--- config.mk ---
export PLATFORM = sky130hd
export DESIGN_NAME = axi4lite_master
export DESIGN_NICKNAME = d
export VERILOG_FILES = /design/src/rtl/axi4lite_master.sv
export SDC_FILE = /design/constraint.sdc
export NUM_CORES = 1
export LEC_CHECK = 0
export ABC_AREA = 1
export BUFFER_PORTS_ARGS = -buffer_cell sky130_fd_sc_hd__buf_2
export CAP_MARGIN = 15
export CORE_MARGIN = 2
export CORE_UTILIZATION = 44
export DETAILED_ROUTE_END_ITERATION = 7
export GPL_ROUTABILITY_DRIVEN = 0
export PLACE_DENSITY = 0.75
export SKIP_CTS_REPAIR_TIMING = 1
export SLEW_MARGIN = 20
export SYNTH_ARGS = -nofsm -noshare
export SYNTH_HDL_FRONTEND = slang
export SYNTH_SLANG_ARGS = --single-unit
--- constraint.sdc ---
create_clock -name A_CLK -period 1.35 [get_ports A_CLK]
set_input_delay 0.135 -clock A_CLK [delete_from_list [all_inputs] [get_ports A_CLK]]
set_output_delay 0.135 -clock A_CLK [all_outputs]
set_load 0.05 [all_outputs]
--- src/rtl/axi4lite_master.sv ---
// AXI4-Lite initiator: turns single-beat command-port requests into AXI4-Lite
// transactions, one outstanding at a time, returning one response per command.
module axi4lite_master #(
  parameter int AXI_ADDR_WIDTH = 32,
  parameter int AXI_DATA_WIDTH = 32
) (
  input  logic                        A_CLK,
  input  logic                        A_RST,
  input  logic                        cmd_valid,
  output logic                        cmd_ready,
  input  logic                        cmd_write,
  input  logic [AXI_ADDR_WIDTH-1:0]   cmd_addr,
  input  logic [AXI_DATA_WIDTH-1:0]   cmd_wdata,
  input  logic [AXI_DATA_WIDTH/8-1:0] cmd_wstrb,
  output logic                        rsp_valid,
  input  logic                        rsp_ready,
  output logic [AXI_DATA_WIDTH-1:0]   rsp_rdata,
  output logic [1:0]                  rsp_resp,
  output logic                        rsp_write,
  output logic [7:0]                  err_count,
  output logic [AXI_ADDR_WIDTH-1:0]   AW_ADDR,
  output logic                        AW_VALID,
  input  logic                        AW_READY,
  output logic [AXI_DATA_WIDTH-1:0]   W_DATA,
  output logic [AXI_DATA_WIDTH/8-1:0] W_STRB,
  output logic                        W_VALID,
  input  logic                        W_READY,
  input  logic [1:0]                  B_RESP,
  input  logic                        B_VALID,
  output logic                        B_READY,
  output logic [AXI_ADDR_WIDTH-1:0]   AR_ADDR,
  output logic                        AR_VALID,
  input  logic                        AR_READY,
  input  logic [AXI_DATA_WIDTH-1:0]   R_DATA,
  input  logic [1:0]                  R_RESP,
  input  logic                        R_VALID,
  output logic                        R_READY
);

  localparam int STRB_WIDTH = AXI_DATA_WIDTH / 8;

  typedef enum logic [2:0] {
    S_IDLE    = 3'd0,
    S_WR      = 3'd1,
    S_WR_RESP = 3'd2,
    S_RD_ADDR = 3'd3,
    S_RD_DATA = 3'd4,
    S_RSP     = 3'd5
  } state_t;

  state_t                    state_q, state_d;
  logic                      cmd_ready_q, cmd_ready_d;
  logic                      aw_done_q, aw_done_d;
  logic                      w_done_q, w_done_d;
  logic                      aw_valid_q, aw_valid_d;
  logic                      w_valid_q, w_valid_d;
  logic                      b_ready_q, b_ready_d;
  logic                      ar_valid_q, ar_valid_d;
  logic                      r_ready_q, r_ready_d;
  logic [AXI_ADDR_WIDTH-1:0] aw_addr_q, aw_addr_d;
  logic [AXI_ADDR_WIDTH-1:0] ar_addr_q, ar_addr_d;
  logic [AXI_DATA_WIDTH-1:0] w_data_q, w_data_d;
  logic [STRB_WIDTH-1:0]     w_strb_q, w_strb_d;
  logic                      rsp_valid_q, rsp_valid_d;
  logic [AXI_DATA_WIDTH-1:0] rsp_rdata_q, rsp_rdata_d;
  logic [1:0]                rsp_resp_q, rsp_resp_d;
  logic                      rsp_write_q, rsp_write_d;
  logic [7:0]                err_count_q, err_count_d;
  logic                      err_inc;

  // Next-state and next-output logic; every AXI output is derived from registered state only.
  always_comb begin
    state_d     = state_q;
    cmd_ready_d = cmd_ready_q;
    aw_done_d   = aw_done_q;
    w_done_d    = w_done_q;
    aw_valid_d  = aw_valid_q;
    w_valid_d   = w_valid_q;
    b_ready_d   = b_ready_q;
    ar_valid_d  = ar_valid_q;
    r_ready_d   = r_ready_q;
    aw_addr_d   = aw_addr_q;
    ar_addr_d   = ar_addr_q;
    w_data_d    = w_data_q;
    w_strb_d    = w_strb_q;
    rsp_valid_d = rsp_valid_q;
    rsp_rdata_d = rsp_rdata_q;
    rsp_resp_d  = rsp_resp_q;
    rsp_write_d = rsp_write_q;
    err_inc     = 1'b0;

    case (state_q)
      S_IDLE: begin
        if (cmd_valid && cmd_ready_q) begin
          cmd_ready_d = 1'b0;
          aw_done_d   = 1'b0;
          w_done_d    = 1'b0;
          if (cmd_write) begin
            state_d    = S_WR;
            aw_valid_d = 1'b1;
            w_valid_d  = 1'b1;
            aw_addr_d  = cmd_addr;
            w_data_d   = cmd_wdata;
            w_strb_d   = cmd_wstrb;
          end else begin
            state_d    = S_RD_ADDR;
            ar_valid_d = 1'b1;
            ar_addr_d  = cmd_addr;
          end
        end else begin
          cmd_ready_d = 1'b1;
        end
      end
      S_WR: begin
        // AW and W retire independently; each clears its payload once accepted.
        if (aw_valid_q && AW_READY) begin
          aw_valid_d = 1'b0;
          aw_addr_d  = {AXI_ADDR_WIDTH{1'b0}};
          aw_done_d  = 1'b1;
        end else begin
          aw_valid_d = aw_valid_q;
        end
        if (w_valid_q && W_READY) begin
          w_valid_d = 1'b0;
          w_data_d  = {AXI_DATA_WIDTH{1'b0}};
          w_strb_d  = {STRB_WIDTH{1'b0}};
          w_done_d  = 1'b1;
        end else begin
          w_valid_d = w_valid_q;
        end
        if (aw_done_d && w_done_d) begin
          state_d   = S_WR_RESP;
          b_ready_d = 1'b1;
        end else begin
          state_d = S_WR;
        end
      end
      S_WR_RESP: begin
        if (B_VALID && b_ready_q) begin
          b_ready_d   = 1'b0;
          rsp_valid_d = 1'b1;
          rsp_resp_d  = B_RESP;
          rsp_rdata_d = {AXI_DATA_WIDTH{1'b0}};
          rsp_write_d = 1'b1;
          err_inc     = (B_RESP != 2'b00);
          state_d     = S_RSP;
        end else begin
          b_ready_d = 1'b1;
        end
      end
      S_RD_ADDR: begin
        if (ar_valid_q && AR_READY) begin
          ar_valid_d = 1'b0;
          ar_addr_d  = {AXI_ADDR_WIDTH{1'b0}};
          r_ready_d  = 1'b1;
          state_d    = S_RD_DATA;
        end else begin
          ar_valid_d = 1'b1;
        end
      end
      S_RD_DATA: begin
        if (R_VALID && r_ready_q) begin
          r_ready_d   = 1'b0;
          rsp_valid_d = 1'b1;
          rsp_resp_d  = R_RESP;
          rsp_rdata_d = R_DATA;
          rsp_write_d = 1'b0;
          err_inc     = (R_RESP != 2'b00);
          state_d     = S_RSP;
        end else begin
          r_ready_d = 1'b1;
        end
      end
      S_RSP: begin
        if (rsp_ready) begin
          rsp_valid_d = 1'b0;
          cmd_ready_d = 1'b1;
          state_d     = S_IDLE;
        end else begin
          rsp_valid_d = 1'b1;
        end
      end
      default: begin
        state_d     = S_IDLE;
        cmd_ready_d = 1'b1;
        aw_valid_d  = 1'b0;
        w_valid_d   = 1'b0;
        b_ready_d   = 1'b0;
        ar_valid_d  = 1'b0;
        r_ready_d   = 1'b0;
        rsp_valid_d = 1'b0;
      end
    endcase

    err_count_d = (err_inc && (err_count_q != 8'hFF)) ? err_count_q + 8'd1 : err_count_q;
  end

  // State and output registers with synchronous reset.
  always_ff @(posedge A_CLK) begin
    if (A_RST) begin
      state_q     <= S_IDLE;
      cmd_ready_q <= 1'b1;
      aw_done_q   <= 1'b0;
      w_done_q    <= 1'b0;
      aw_valid_q  <= 1'b0;
      w_valid_q   <= 1'b0;
      b_ready_q   <= 1'b0;
      ar_valid_q  <= 1'b0;
      r_ready_q   <= 1'b0;
      aw_addr_q   <= {AXI_ADDR_WIDTH{1'b0}};
      ar_addr_q   <= {AXI_ADDR_WIDTH{1'b0}};
      w_data_q    <= {AXI_DATA_WIDTH{1'b0}};
      w_strb_q    <= {STRB_WIDTH{1'b0}};
      rsp_valid_q <= 1'b0;
      rsp_rdata_q <= {AXI_DATA_WIDTH{1'b0}};
      rsp_resp_q  <= 2'b00;
      rsp_write_q <= 1'b0;
      err_count_q <= 8'd0;
    end else begin
      state_q     <= state_d;
      cmd_ready_q <= cmd_ready_d;
      aw_done_q   <= aw_done_d;
      w_done_q    <= w_done_d;
      aw_valid_q  <= aw_valid_d;
      w_valid_q   <= w_valid_d;
      b_ready_q   <= b_ready_d;
      ar_valid_q  <= ar_valid_d;
      r_ready_q   <= r_ready_d;
      aw_addr_q   <= aw_addr_d;
      ar_addr_q   <= ar_addr_d;
      w_data_q    <= w_data_d;
      w_strb_q    <= w_strb_d;
      rsp_valid_q <= rsp_valid_d;
      rsp_rdata_q <= rsp_rdata_d;
      rsp_resp_q  <= rsp_resp_d;
      rsp_write_q <= rsp_write_d;
      err_count_q <= err_count_d;
    end
  end

  assign cmd_ready = cmd_ready_q;
  assign rsp_valid = rsp_valid_q;
  assign rsp_rdata = rsp_rdata_q;
  assign rsp_resp  = rsp_resp_q;
  assign rsp_write = rsp_write_q;
  assign err_count = err_count_q;
  assign AW_ADDR   = aw_addr_q;
  assign AW_VALID  = aw_valid_q;
  assign W_DATA    = w_data_q;
  assign W_STRB    = w_strb_q;
  assign W_VALID   = w_valid_q;
  assign B_READY   = b_ready_q;
  assign AR_ADDR   = ar_addr_q;
  assign AR_VALID  = ar_valid_q;
  assign R_READY   = r_ready_q;

endmodule

==> results of run 1 <==
[layout make-up]
class	count	area, um^2	share of cell area
Clock inverter	10	161.4	0.01628
Tap cell	188	235.2	0.02373
Timing Repair Buffer	345	2345	0.2365
Sequential cell	155	3147	0.3174
Clock buffer	22	475.5	0.04796
Multi-Input combinational cell	774	3445	0.3474
Inverter	24	106.4	0.01073
[path summary, 6_finish.rpt]
path                               startpoint             to  slack, ps
worst min register to register  rsp_rdata[15]  rsp_rdata[15]        460
worst max register to register     state_q[0]    AR_ADDR[11]       -260
worst max-delay path               state_q[0]    AR_ADDR[11]       -260
worst min-delay path               R_DATA[26]  rsp_rdata[26]         -9
[report_power, final]
group          total, W  switching, W  internal (W)
sequential      0.00721      0.000892       0.00632
clock           0.00514       0.00188       0.00326
combinational    0.0174        0.0121       0.00532
[state kept, by name, summed over array words and instances, names as in the netlist, 2 cells and up]
register   cells
AR_ADDR       32
AW_ADDR       32
W_DATA        32
W_STRB         4
err_count      8
rsp_rdata     32
rsp_resp       2
state_q        3
[metal layers]
layer  up-vias  GRT usage  share of wire
li1       3799          -              -
met1      3412     0.2855           0.42
met2       269     0.3770           0.50
met3        29    0.05551          0.068
met4         0    0.08920          0.019
met5         -          0              0
[tightest hold or removal path: stages]
cell	delay [ps]
sky130_fd_sc_hd__buf_2	100
sky130_fd_sc_hd__nand3_1	70
sky130_fd_sc_hd__a21oi_1	60
[per-stage QoR]
stage / instance area [um^2] / hold WS, ps / TNS, ps
2_1_floorplan: 6927 / 299.9 / -5654
3_3_place_gp: 8648 / 404.8 / -14480
3_5_place_dp: 8648 / 411.5 / -19700
4_1_cts: 9285 / -33.02 / -21580
5_1_grt: 9915 / 0.1560 / -42810
6_report: 9915 / -9.146 / -25690
[synth_stat cells]
cell / count
sky130_fd_sc_hd__o211ai_1: 1
sky130_fd_sc_hd__dfxtp_1: 155
sky130_fd_sc_hd__buf_4: 11
sky130_fd_sc_hd__buf_1: 4
sky130_fd_sc_hd__nand2_2: 7
sky130_fd_sc_hd__nor2_1: 239
sky130_fd_sc_hd__a21oi_4: 1
sky130_fd_sc_hd__nand4_1: 3
sky130_fd_sc_hd__nor2_8: 1
sky130_fd_sc_hd__nand3_2: 1
sky130_fd_sc_hd__a21oi_1: 47
sky130_fd_sc_hd__nor2_4: 3
sky130_fd_sc_hd__nand3b_2: 1
sky130_fd_sc_hd__ha_1: 1
sky130_fd_sc_hd__nor2_2: 1
sky130_fd_sc_hd__buf_2: 23
sky130_fd_sc_hd__xnor2_1: 2
sky130_fd_sc_hd__clkbuf_1: 23
sky130_fd_sc_hd__inv_2: 9
sky130_fd_sc_hd__nor3_1: 2
sky130_fd_sc_hd__nand4_2: 1
sky130_fd_sc_hd__a31oi_1: 1
sky130_fd_sc_hd__nand3b_1: 2
sky130_fd_sc_hd__buf_6: 4
sky130_fd_sc_hd__xor2_1: 1
sky130_fd_sc_hd__o21ai_0: 9
sky130_fd_sc_hd__inv_1: 15
sky130_fd_sc_hd__nand2_1: 331
sky130_fd_sc_hd__nand3_1: 118
[cell families (layout without fill, tap and decap cells)]
| family | after synthesis | in the layout | share of synthesized area |
|---|---|---|---|
| compound gates | 59 | 59 | 0.04565 |
| xor+xnor | 3 | 3 | 0.003866 |
| simple gates | 710 | 711 | 0.4283 |
| buf+inv | 89 | 401 | 0.06387 |
| flops | 155 | 155 | 0.4565 |
| fa+ha+maj | 1 | 1 | 0.001840 |
==> impl_metrics.xml, run 1 <==
<?xml version="1.0" encoding="UTF-8"?>
<metrics>
  <group name="clock_tree">
    <metric name="clock_insertion_delay_at_the_later_pin_of_the_skew_report" unit="ps">410</metric>
    <metric name="clk_transition_reported_paths" unit="ps">60</metric>
    <metric name="htreeDepth" unit="">4</metric>
    <metric name="cts_buffer_depth" unit="">2</metric>
    <metric name="cts-buffers-inserted" unit="">17</metric>
    <metric name="cts_tree" unit="">built</metric>
    <metric name="clock_sink_count" unit="">155</metric>
    <metric name="ctsRootBufferMaster" unit="">sky130_fd_sc_hd__clkbuf_16</metric>
  </group>
  <group name="place">
    <metric name="dp.cells" unit="">1452</metric>
    <metric name="detailed_place_hpwl" unit="mm">13.78</metric>
    <metric name="numPortBuffers" unit="">263</metric>
    <metric name="pre_cts_ws" unit="ps">-190.0</metric>
  </group>
  <group name="finish">
    <metric name="num-fill-cells" unit="">1370</metric>
    <metric name="post_route_cells_drive_above_1_share" unit="">0.3331</metric>
    <metric name="layout_common_cells" unit="">311 x sky130_fd_sc_hd__nand2_1, 263 x sky130_fd_sc_hd__buf_2, 232 x sky130_fd_sc_hd__nor2_1</metric>
    <metric name="layout.cells.most_common" unit="">sky130_fd_sc_hd__nand2_1</metric>
    <metric name="design.final.nets" unit="">1432</metric>
    <metric name="antenna_diode_count" unit="">0</metric>
    <metric name="stdcell_count" unit="">1518</metric>
    <metric name="final_util" unit="">0.6546</metric>
    <metric name="area_growth" unit="%">45.85</metric>
  </group>
  <group name="timing">
    <metric name="final_hold_viol_count" unit="">9</metric>
    <metric name="fin_ws" unit="ps">-260.3</metric>
    <metric name="tightest_slew" unit="ps">319.5</metric>
    <metric name="timing.max_slew.rel_slack" unit="">0.7870</metric>
    <metric name="fin_crit_sh" unit="">1.193</metric>
    <metric name="maxClockFrequency" unit="MHz">621.0</metric>
    <metric name="rsz_0062_raised_after_global_routing" unit="">yes</metric>
    <metric name="final.hold.worst_slack" unit="ps">-9.146</metric>
    <metric name="timing.final.max_slew_violations" unit="">0</metric>
    <metric name="post-route-min-period" unit="ps">1610</metric>
    <metric name="setup_viol" unit="">148</metric>
    <metric name="fin_skew" unit="ps">11.45</metric>
  </group>
  <group name="detailed_routing">
    <metric name="drt_drc_violations_left" unit="">0</metric>
    <metric name="wire_per_inst" unit="um">14.08</metric>
    <metric name="drt_iter0_markers" unit="">510</metric>
    <metric name="routed_wirelength" unit="mm">21.38</metric>
    <metric name="post_drt_via_cell_ratio" unit="">4.947</metric>
    <metric name="drt-pass1-iter-count" unit="">5</metric>
    <metric name="route.antenna.remaining_nets" unit="">0</metric>
    <metric name="routed-via-count" unit="">7509</metric>
  </group>
  <group name="setup_path">
    <metric name="setup.worst_path.class" unit="">reg -&gt; reg</metric>
    <metric name="r2r.worst_path.cells" unit="">9</metric>
    <metric name="crit_family" unit="">simple AND/OR/NAND/NOR gates</metric>
    <metric name="critPathCaptureType" unit="">register</metric>
    <metric name="worst_setup_path_start_kind" unit="">register</metric>
    <metric name="critical-path-max-stage-delay" unit="ps">330</metric>
    <metric name="worst-path-buf-inv" unit="">3</metric>
    <metric name="critical_path_arrival" unit="ps">1910</metric>
    <metric name="critical_path.max_fanout" unit="">11</metric>
    <metric name="worstPathCellList" unit="">buf_6, nor2_4, nand3b_4, a21oi_4, buf_12, clkbuf_16, nand2_1, nand2_1, nor2_1</metric>
    <metric name="critical-path-top-cell-by-count" unit="">sky130_fd_sc_hd__nand2_1</metric>
    <metric name="critPathSlowestCell" unit="">sky130_fd_sc_hd__dfxtp_2</metric>
    <metric name="cp.depth" unit="">9</metric>
    <metric name="cp.required" unit="ps">1650</metric>
  </group>
  <group name="power_and_ir_drop">
    <metric name="total_power" unit="W">0.02977</metric>
    <metric name="irDropWorstVdd" unit="V">0.001170</metric>
    <metric name="pleak" unit="nW">5.084</metric>
    <metric name="powerDensity" unit="nW/um^2">3002</metric>
  </group>
  <group name="synthesis">
    <metric name="yosysSeqAreaShare" unit="">0.4565</metric>
    <metric name="syn_nets" unit="">1132</metric>
    <metric name="yosysTopAreaCellShare" unit="">0.4565</metric>
    <metric name="syn_inst" unit="">1017</metric>
    <metric name="netlist_top_cells_area" unit="">sky130_fd_sc_hd__dfxtp_1 46%, sky130_fd_sc_hd__nand2_1 18%, sky130_fd_sc_hd__nor2_1 13%</metric>
    <metric name="number_of_warnings_reported_in_the_yosys_synthesis_log" unit="">0</metric>
    <metric name="synth_top_area_cell" unit="">sky130_fd_sc_hd__dfxtp_1</metric>
    <metric name="ys_ff_latch" unit="">155</metric>
    <metric name="postSynthAreaPerCell" unit="um^2">6.684</metric>
    <metric name="synth.cell_area" unit="um^2">6798</metric>
    <metric name="yosys.cell_types.count" unit="">29</metric>
  </group>
  <group name="grt">
    <metric name="vias_in_the_first_global_route" unit="">6382</metric>
    <metric name="grt_overflow" unit="">0</metric>
    <metric name="track_usage" unit="">0.2276</metric>
    <metric name="grt_pass1_wl" unit="mm">30.37</metric>
    <metric name="maximum_number_of_pins_on_one_net_before_global_route_repair" unit="">47</metric>
    <metric name="number_of_antenna_violations_at_the_first_check_in_global_routing" unit="">0</metric>
  </group>
  <group name="die">
    <metric name="total_die_area" unit="um^2">16460</metric>
    <metric name="starting_density_of_the_core" unit="">0.4488</metric>
    <metric name="die_extent_in_x" unit="um">128.3</metric>
    <metric name="chipHeight" unit="um">128.3</metric>
    <metric name="io-pin-count" unit="">264</metric>
    <metric name="fp.coreArea" unit="um^2">15150</metric>
    <metric name="placementRows" unit="">45</metric>
  </group>
  <group name="hold_path">
    <metric name="worst_hold_path.num_cells" unit="">3</metric>
    <metric name="min-delay-path-class" unit="">in -&gt; reg</metric>
  </group>
  <group name="run_status">
    <metric name="outcome" unit="">finished with violations</metric>
    <metric name="failing_checks" unit="">negative hold slack, negative setup slack</metric>
  </group>
  <group name="flow_run">
    <metric name="max_cap_violations" unit="">0</metric>
  </group>
</metrics>
Power figures use the tool's default switching activity.
==> run 2, diff against run 1 <==
CORE_UTILIZATION = 49   (was 44)
GPL_ROUTABILITY_DRIVEN = 1   (was 0)
PLACE_DENSITY = 0.79   (was 0.75)
clock period = 1.8 ns   (was 1.35 ns; I/O delays follow)
==> run 2 against run 1 <==
Effect of this change: the flow now finishes without violations; power decreased by 31%; combinational power fell by 33%; clock power decreased by 29%; via count decreased by 3.2%; flip-flop and latch count unchanged; clock skew decreased by 6.3 ps; final area is 9.5% lower; non-clock buffer count decreased by 55.
==> impl_metrics.xml, run 2 (synthesized netlist as in run 1, its figures left out) <==
<?xml version="1.0" encoding="UTF-8"?>
<metrics>
  <group name="setup_path">
    <metric name="reg2reg_slack" unit="ps">150</metric>
    <metric name="setup.worst_path.class" unit="">reg -&gt; reg</metric>
    <metric name="critPathSlowestCell" unit="">sky130_fd_sc_hd__dfxtp_2</metric>
    <metric name="critical_path_arrival" unit="ps">2000</metric>
    <metric name="reg2reg_from" unit="">state_q[1]</metric>
    <metric name="critical_path.max_fanout" unit="">18</metric>
    <metric name="critical-path-top-cell-by-count" unit="">sky130_fd_sc_hd__inv_2</metric>
    <metric name="critical-path-max-stage-delay" unit="ps">370</metric>
    <metric name="critical_path.reg2reg.endpoint" unit="">W_DATA[27]</metric>
    <metric name="worst_setup_path_start_kind" unit="">register</metric>
    <metric name="cp.required" unit="ps">2160</metric>
    <metric name="worstPathCellList" unit="">inv_2, nand2_2, nor2_4, inv_2, nand2_2, inv_2, nor2_8, clkbuf_16, nor2_1, nor2_1</metric>
    <metric name="critPathCaptureType" unit="">register</metric>
    <metric name="r2r.worst_path.cells" unit="">10</metric>
  </group>
  <group name="clock_tree">
    <metric name="clock_insertion_delay_at_the_later_pin_of_the_skew_report" unit="ps">420</metric>
    <metric name="cts_buffer_depth" unit="">2</metric>
    <metric name="clk_transition_reported_paths" unit="ps">60</metric>
    <metric name="clock_sink_count" unit="">155</metric>
    <metric name="cts-buffers-inserted" unit="">17</metric>
    <metric name="htreeDepth" unit="">4</metric>
    <metric name="ctsRootBufferMaster" unit="">sky130_fd_sc_hd__clkbuf_16</metric>
    <metric name="cts_tree" unit="">built</metric>
  </group>
  <group name="finish">
    <metric name="post_route_cells_drive_above_1_share" unit="">0.2736</metric>
    <metric name="design.final.nets" unit="">1376</metric>
    <metric name="antenna_diode_count" unit="">0</metric>
    <metric name="num-fill-cells" unit="">1282</metric>
    <metric name="regArea" unit="um^2">3109</metric>
    <metric name="final_util" unit="">0.6544</metric>
    <metric name="layout.cells.most_common" unit="">sky130_fd_sc_hd__nand2_1</metric>
    <metric name="layout_common_cells" unit="">331 x sky130_fd_sc_hd__nand2_1, 263 x sky130_fd_sc_hd__buf_2, 239 x sky130_fd_sc_hd__nor2_1</metric>
    <metric name="area_used_by_multi_input_combinational_logic" unit="um^2">3261</metric>
    <metric name="area_growth" unit="%">32.06</metric>
  </group>
  <group name="detailed_routing">
    <metric name="wire_per_inst" unit="um">13.33</metric>
    <metric name="routed-via-count" unit="">7266</metric>
    <metric name="drt-pass1-iter-count" unit="">5</metric>
    <metric name="drt_drc_violations_left" unit="">0</metric>
    <metric name="post_drt_via_cell_ratio" unit="">5.004</metric>
    <metric name="routed_wirelength" unit="mm">19.35</metric>
    <metric name="route.antenna.remaining_nets" unit="">0</metric>
    <metric name="drt_iter0_markers" unit="">536</metric>
  </group>
  <group name="grt">
    <metric name="gr-usage-met3" unit="">0.07631</metric>
    <metric name="grt_overflow" unit="">0</metric>
    <metric name="track_usage" unit="">0.2542</metric>
    <metric name="grt_pass1_wl" unit="mm">30.36</metric>
    <metric name="grt_util_met1" unit="">0.3160</metric>
    <metric name="vias_in_the_first_global_route" unit="">6486</metric>
    <metric name="grt_util_met2" unit="">0.4200</metric>
    <metric name="maximum_number_of_pins_on_one_net_before_global_route_repair" unit="">65</metric>
    <metric name="grt_most_used_layer" unit="">met2</metric>
    <metric name="number_of_antenna_violations_at_the_first_check_in_global_routing" unit="">0</metric>
  </group>
  <group name="power_and_ir_drop">
    <metric name="powerDensity" unit="nW/um^2">2301</metric>
    <metric name="power_switching_share" unit="">0.5144</metric>
    <metric name="irDropWorstVdd" unit="V">0.001094</metric>
    <metric name="internal_pwr_total" unit="W">0.01003</metric>
    <metric name="p_comb_frac" unit="">0.562</metric>
    <metric name="pwr-share-seq" unit="">0.263</metric>
    <metric name="netSwitchingPower" unit="W">0.01063</metric>
    <metric name="p_clk_frac" unit="">0.176</metric>
    <metric name="pleak" unit="nW">4.668</metric>
  </group>
  <group name="timing">
    <metric name="timing.max_slew.rel_slack" unit="">0.6714</metric>
    <metric name="finalSetupTns" unit="ps">0</metric>
    <metric name="final_hold_viol_count" unit="">0</metric>
    <metric name="timing.final.max_slew_violations" unit="">0</metric>
    <metric name="tightest_slew" unit="ps">492.3</metric>
    <metric name="post-route-min-period" unit="ps">1647</metric>
    <metric name="rsz_0062_raised_after_global_routing" unit="">no</metric>
    <metric name="final.hold.worst_slack" unit="ps">25.03</metric>
    <metric name="setup_viol" unit="">0</metric>
    <metric name="fin_skew" unit="ps">5.191</metric>
    <metric name="fin_crit_sh" unit="">0.9150</metric>
    <metric name="maxClockFrequency" unit="MHz">607.2</metric>
  </group>
  <group name="run_status">
    <metric name="outcome" unit="">completed</metric>
  </group>
  <group name="place">
    <metric name="gp_congestion" unit="">0.9242</metric>
    <metric name="detailed_place_hpwl" unit="mm">13.17</metric>
    <metric name="numPortBuffers" unit="">263</metric>
  </group>
  <group name="die">
    <metric name="io-pin-count" unit="">264</metric>
    <metric name="starting_density_of_the_core" unit="">0.4955</metric>
    <metric name="die_extent_in_x" unit="um">121.8</metric>
    <metric name="fp.coreArea" unit="um^2">13720</metric>
    <metric name="total_die_area" unit="um^2">14830</metric>
    <metric name="chipHeight" unit="um">121.8</metric>
    <metric name="placementRows" unit="">43</metric>
  </group>
  <group name="hold_path">
    <metric name="worst_hold_path.endpoint" unit="">rsp_rdata[10]</metric>
    <metric name="startpoint_of_the_worst_hold_path" unit="">R_DATA[10]</metric>
    <metric name="min-delay-path-class" unit="">in -&gt; reg</metric>
    <metric name="worst_hold_path.num_cells" unit="">3</metric>
  </group>
  <group name="flow_run">
    <metric name="max_cap_violations" unit="">0</metric>
  </group>
</metrics>
run 2: critical path, delay by kind of cell, from the launching register on:
kind                   cells  cell delay, ps
flip-flops                 1             370
AND/OR/NAND/NOR            6             680
buffers and inverters      4             530
run 2: worst max-delay path by stage:
stage	startpoint	slack, ps	endpoint	depth (start not counted)
after floorplan	err_count[3]	20	err_count[1]	7
after global placement	state_q[0]	130	W_DATA[26]	9
after CTS	state_q[0]	50	W_DATA[1]	9
final	state_q[1]	150	W_DATA[27]	10
after detailed placement	state_q[0]	90	W_DATA[20]	9
after global routing	state_q[1]	20	W_DATA[1]	10
run 2: stage by stage:
stage	cell area (um^2)	std cells	setup WS, ps	total power, W
3_5_place_dp	8342	1419	86.43	0.01694
2_1_floorplan	6800	1017	17.03	0.01425
4_1_cts	8934	1449	51.62	0.02062
5_1_grt	8977	1452	20.14	0.02197
3_3_place_gp	8342	1419	129.6	0.01678
6_report	8977	1452	153.1	0.02066
run 2: power by group through the flow:
stage / sequential (W) / combinational [W] / clock, W
2_1_floorplan: 0.00968 / 0.00456 / 0
3_3_place_gp: 0.00543 / 0.0114 / 0
3_5_place_dp: 0.00549 / 0.0115 / 0
4_1_cts: 0.00542 / 0.0115 / 0.00368
5_1_grt: 0.00559 / 0.0126 / 0.00381
6_report: 0.00543 / 0.0116 / 0.00363
run 2: layout make-up:
class | count | area share
Tap cell | 180 | 0.02509
Clock buffer | 22 | 0.05282
Clock inverter | 8 | 0.01310
Timing Repair Buffer | 290 | 0.1893
Sequential cell | 155 | 0.3463
Inverter | 24 | 0.01017
Multi-Input combinational cell | 773 | 0.3632
run 2: routing by layer:
layer  part of all wire  vias to the layer above
met5                  0                        -
met4              0.017                        0
met3              0.086                       26
met2               0.48                      266
met1               0.42                     3297
li1                   -                     3677
==> run 3, diff against run 2 <==
RECOVER_POWER = 50   (was not set)
==> run 3 against run 2 <==
Effect of this change: worst hold slack better by 3.5 ps; combinational power about the same; critical path depth did not move; clock power about the same; clock skew hardly changed; wire length barely moved; power is 1.5% lower; global-route usage is the same; utilization down 1.3 points; worst setup slack improved by 2.7 ps; largest power group unchanged.
==> impl_metrics.xml, run 3 (synthesized netlist as in run 1, its figures left out) <==
<?xml version="1.0" encoding="UTF-8"?>
<metrics>
  <group name="flow_run">
    <metric name="max_cap_violations" unit="">0</metric>
  </group>
  <group name="finish">
    <metric name="antenna_diode_count" unit="">0</metric>
    <metric name="final_util" unit="">0.6409</metric>
    <metric name="post_route_cells_drive_above_1_share" unit="">0.1572</metric>
    <metric name="regArea" unit="um^2">3109</metric>
    <metric name="area_growth" unit="%">29.34</metric>
    <metric name="num-fill-cells" unit="">1361</metric>
    <metric name="layout.cells.most_common" unit="">sky130_fd_sc_hd__nand2_1</metric>
    <metric name="layout_common_cells" unit="">331 x sky130_fd_sc_hd__nand2_1, 239 x sky130_fd_sc_hd__nor2_1, 150 x sky130_fd_sc_hd__dfxtp_1, 150 x sky130_fd_sc_hd__clkbuf_1, 118 x sky130_fd_sc_hd__nand3_1</metric>
    <metric name="design.final.nets" unit="">1376</metric>
    <metric name="area_used_by_multi_input_combinational_logic" unit="um^2">3261</metric>
  </group>
  <group name="setup_path">
    <metric name="r2r.worst_path.cells" unit="">10</metric>
    <metric name="critPathCaptureType" unit="">register</metric>
    <metric name="crit_end" unit="">W_DATA[0]</metric>
    <metric name="worst_setup_path_start_kind" unit="">register</metric>
    <metric name="critical_path_arrival" unit="ps">1990</metric>
    <metric name="critical_path.startpoint" unit="">state_q[1]</metric>
    <metric name="reg2reg_from" unit="">state_q[1]</metric>
    <metric name="cp.required" unit="ps">2150</metric>
    <metric name="critical_path.max_fanout" unit="">18</metric>
    <metric name="critical_path.reg2reg.endpoint" unit="">W_DATA[0]</metric>
    <metric name="reg2reg_slack" unit="ps">160</metric>
    <metric name="setup.worst_path.class" unit="">reg -&gt; reg</metric>
  </group>
  <group name="detailed_routing">
    <metric name="routed_wirelength" unit="mm">19.36</metric>
    <metric name="wire_per_inst" unit="um">13.33</metric>
    <metric name="drt_iter0_markers" unit="">524</metric>
    <metric name="route.antenna.remaining_nets" unit="">0</metric>
    <metric name="drt-pass1-iter-count" unit="">5</metric>
    <metric name="routed-via-count" unit="">7255</metric>
    <metric name="post_drt_via_cell_ratio" unit="">4.997</metric>
    <metric name="drt_drc_violations_left" unit="">0</metric>
  </group>
  <group name="timing">
    <metric name="timing.final.max_slew_violations" unit="">0</metric>
    <metric name="rsz_0062_raised_after_global_routing" unit="">no</metric>
    <metric name="fin_skew" unit="ps">4.781</metric>
    <metric name="fin_crit_sh" unit="">0.9135</metric>
    <metric name="timing.max_slew.rel_slack" unit="">0.5642</metric>
    <metric name="setup_viol" unit="">0</metric>
    <metric name="finalSetupTns" unit="ps">0</metric>
    <metric name="final_hold_viol_count" unit="">0</metric>
    <metric name="maxClockFrequency" unit="MHz">608.2</metric>
    <metric name="post-route-min-period" unit="ps">1644</metric>
    <metric name="tightest_slew" unit="ps">656.5</metric>
  </group>
  <group name="power_and_ir_drop">
    <metric name="pleak" unit="nW">4.071</metric>
    <metric name="irDropWorstVdd" unit="V">0.001087</metric>
    <metric name="powerDensity" unit="nW/um^2">2314</metric>
  </group>
  <group name="run_status">
    <metric name="outcome" unit="">completed</metric>
  </group>
  <group name="hold_path">
    <metric name="min-delay-path-class" unit="">in -&gt; reg</metric>
    <metric name="startpoint_of_the_worst_hold_path" unit="">R_DATA[10]</metric>
  </group>
  <group name="grt">
    <metric name="vias_in_the_first_global_route" unit="">6486</metric>
    <metric name="grt_overflow" unit="">0</metric>
    <metric name="track_usage" unit="">0.2542</metric>
    <metric name="maximum_number_of_pins_on_one_net_before_global_route_repair" unit="">65</metric>
    <metric name="number_of_antenna_violations_at_the_first_check_in_global_routing" unit="">0</metric>
    <metric name="grt_pass1_wl" unit="mm">30.36</metric>
  </group>
  <group name="place">
    <metric name="numPortBuffers" unit="">263</metric>
    <metric name="detailed_place_hpwl" unit="mm">13.17</metric>
    <metric name="gp_congestion" unit="">0.9242</metric>
  </group>
  <group name="clock_tree">
    <metric name="cts-buffers-inserted" unit="">17</metric>
    <metric name="cts_tree" unit="">built</metric>
    <metric name="cts_buffer_depth" unit="">2</metric>
    <metric name="clock_insertion_delay_at_the_later_pin_of_the_skew_report" unit="ps">420</metric>
    <metric name="htreeDepth" unit="">4</metric>
    <metric name="clock_sink_count" unit="">155</metric>
    <metric name="ctsRootBufferMaster" unit="">sky130_fd_sc_hd__clkbuf_16</metric>
    <metric name="clk_transition_reported_paths" unit="ps">60</metric>
  </group>
  <group name="die">
    <metric name="starting_density_of_the_core" unit="">0.4955</metric>
    <metric name="placementRows" unit="">43</metric>
    <metric name="chipHeight" unit="um">121.8</metric>
    <metric name="die_extent_in_x" unit="um">121.8</metric>
    <metric name="total_die_area" unit="um^2">14830</metric>
    <metric name="io-pin-count" unit="">264</metric>
    <metric name="fp.coreArea" unit="um^2">13720</metric>
  </group>
</metrics>
run 3: changes by cell type in the layout (fill, tap and decap cells not counted):
cell / previous run / this run
sky130_fd_sc_hd__clkbuf_1: 2 / 150
sky130_fd_sc_hd__buf_2: 263 / 115
run 3: power breakdown:
part           leakage [nW]  internal (W)  switching [W]
combinational          2.51       0.00270        0.00856
sequential             1.27       0.00472       0.000745
clock                 0.292       0.00227        0.00136
run 3: worst min path at each step:
stage	endpoint	slack (ps)	cells past startpoint
3_5_place_dp	rsp_rdata[23]	450	2
5_1_grt	rsp_rdata[28]	20	3
6_report	rsp_rdata[10]	30	3
3_3_place_gp	rsp_rdata[6]	440	2
2_1_floorplan	rsp_rdata[0]	350	2
4_1_cts	rsp_rdata[16]	10	3
run 3: critical path: stages, from the launching register on:
cell	delay, ps
sky130_fd_sc_hd__dfxtp_2	370
sky130_fd_sc_hd__inv_2	140
sky130_fd_sc_hd__nand2_2	110
sky130_fd_sc_hd__nor2_4	160
sky130_fd_sc_hd__inv_2	80
sky130_fd_sc_hd__nand2_2	140
sky130_fd_sc_hd__inv_2	100
sky130_fd_sc_hd__nor2_8	130
sky130_fd_sc_hd__clkbuf_16	200
sky130_fd_sc_hd__nor2_1	50
sky130_fd_sc_hd__nor2_1	90
run 3: final cells by class:
cell class / instances / share of cell area
tap: 180 / 0.02562
multi-input combinational: 773 / 0.3709
timing repair buffer: 290 / 0.1722
clock inverter: 8 / 0.01338
sequential: 155 / 0.3536
inverter: 24 / 0.01039
clock buffer: 22 / 0.05393
run 3: per-layer routing:
layer / up-vias / global-route usage / share of wire
met5: - / 0 / 0
met4: 0 / 0.08764 / 0.018
met3: 28 / 0.07631 / 0.088
met2: 267 / 0.4200 / 0.48
met1: 3285 / 0.3160 / 0.42
li1: 3675 / - / -
run 3: through the flow:
| step | total power (W) | hold WS, ps | instances | cell area, um^2 | setup WS, ps |
|---|---|---|---|---|---|
| 6_report | 0.02035 | 28.56 | 1452 | 8792 | 155.8 |
| 5_1_grt | 0.02166 | 16.98 | 1452 | 8792 | 20.14 |
| 4_1_cts | 0.02062 | 11.01 | 1449 | 8934 | 51.62 |
| 3_5_place_dp | 0.01694 | 448.1 | 1419 | 8342 | 86.43 |
| 3_3_place_gp | 0.01678 | 444.3 | 1419 | 8342 | 129.6 |
| 2_1_floorplan | 0.01425 | 345.1 | 1017 | 6800 | 17.03 |
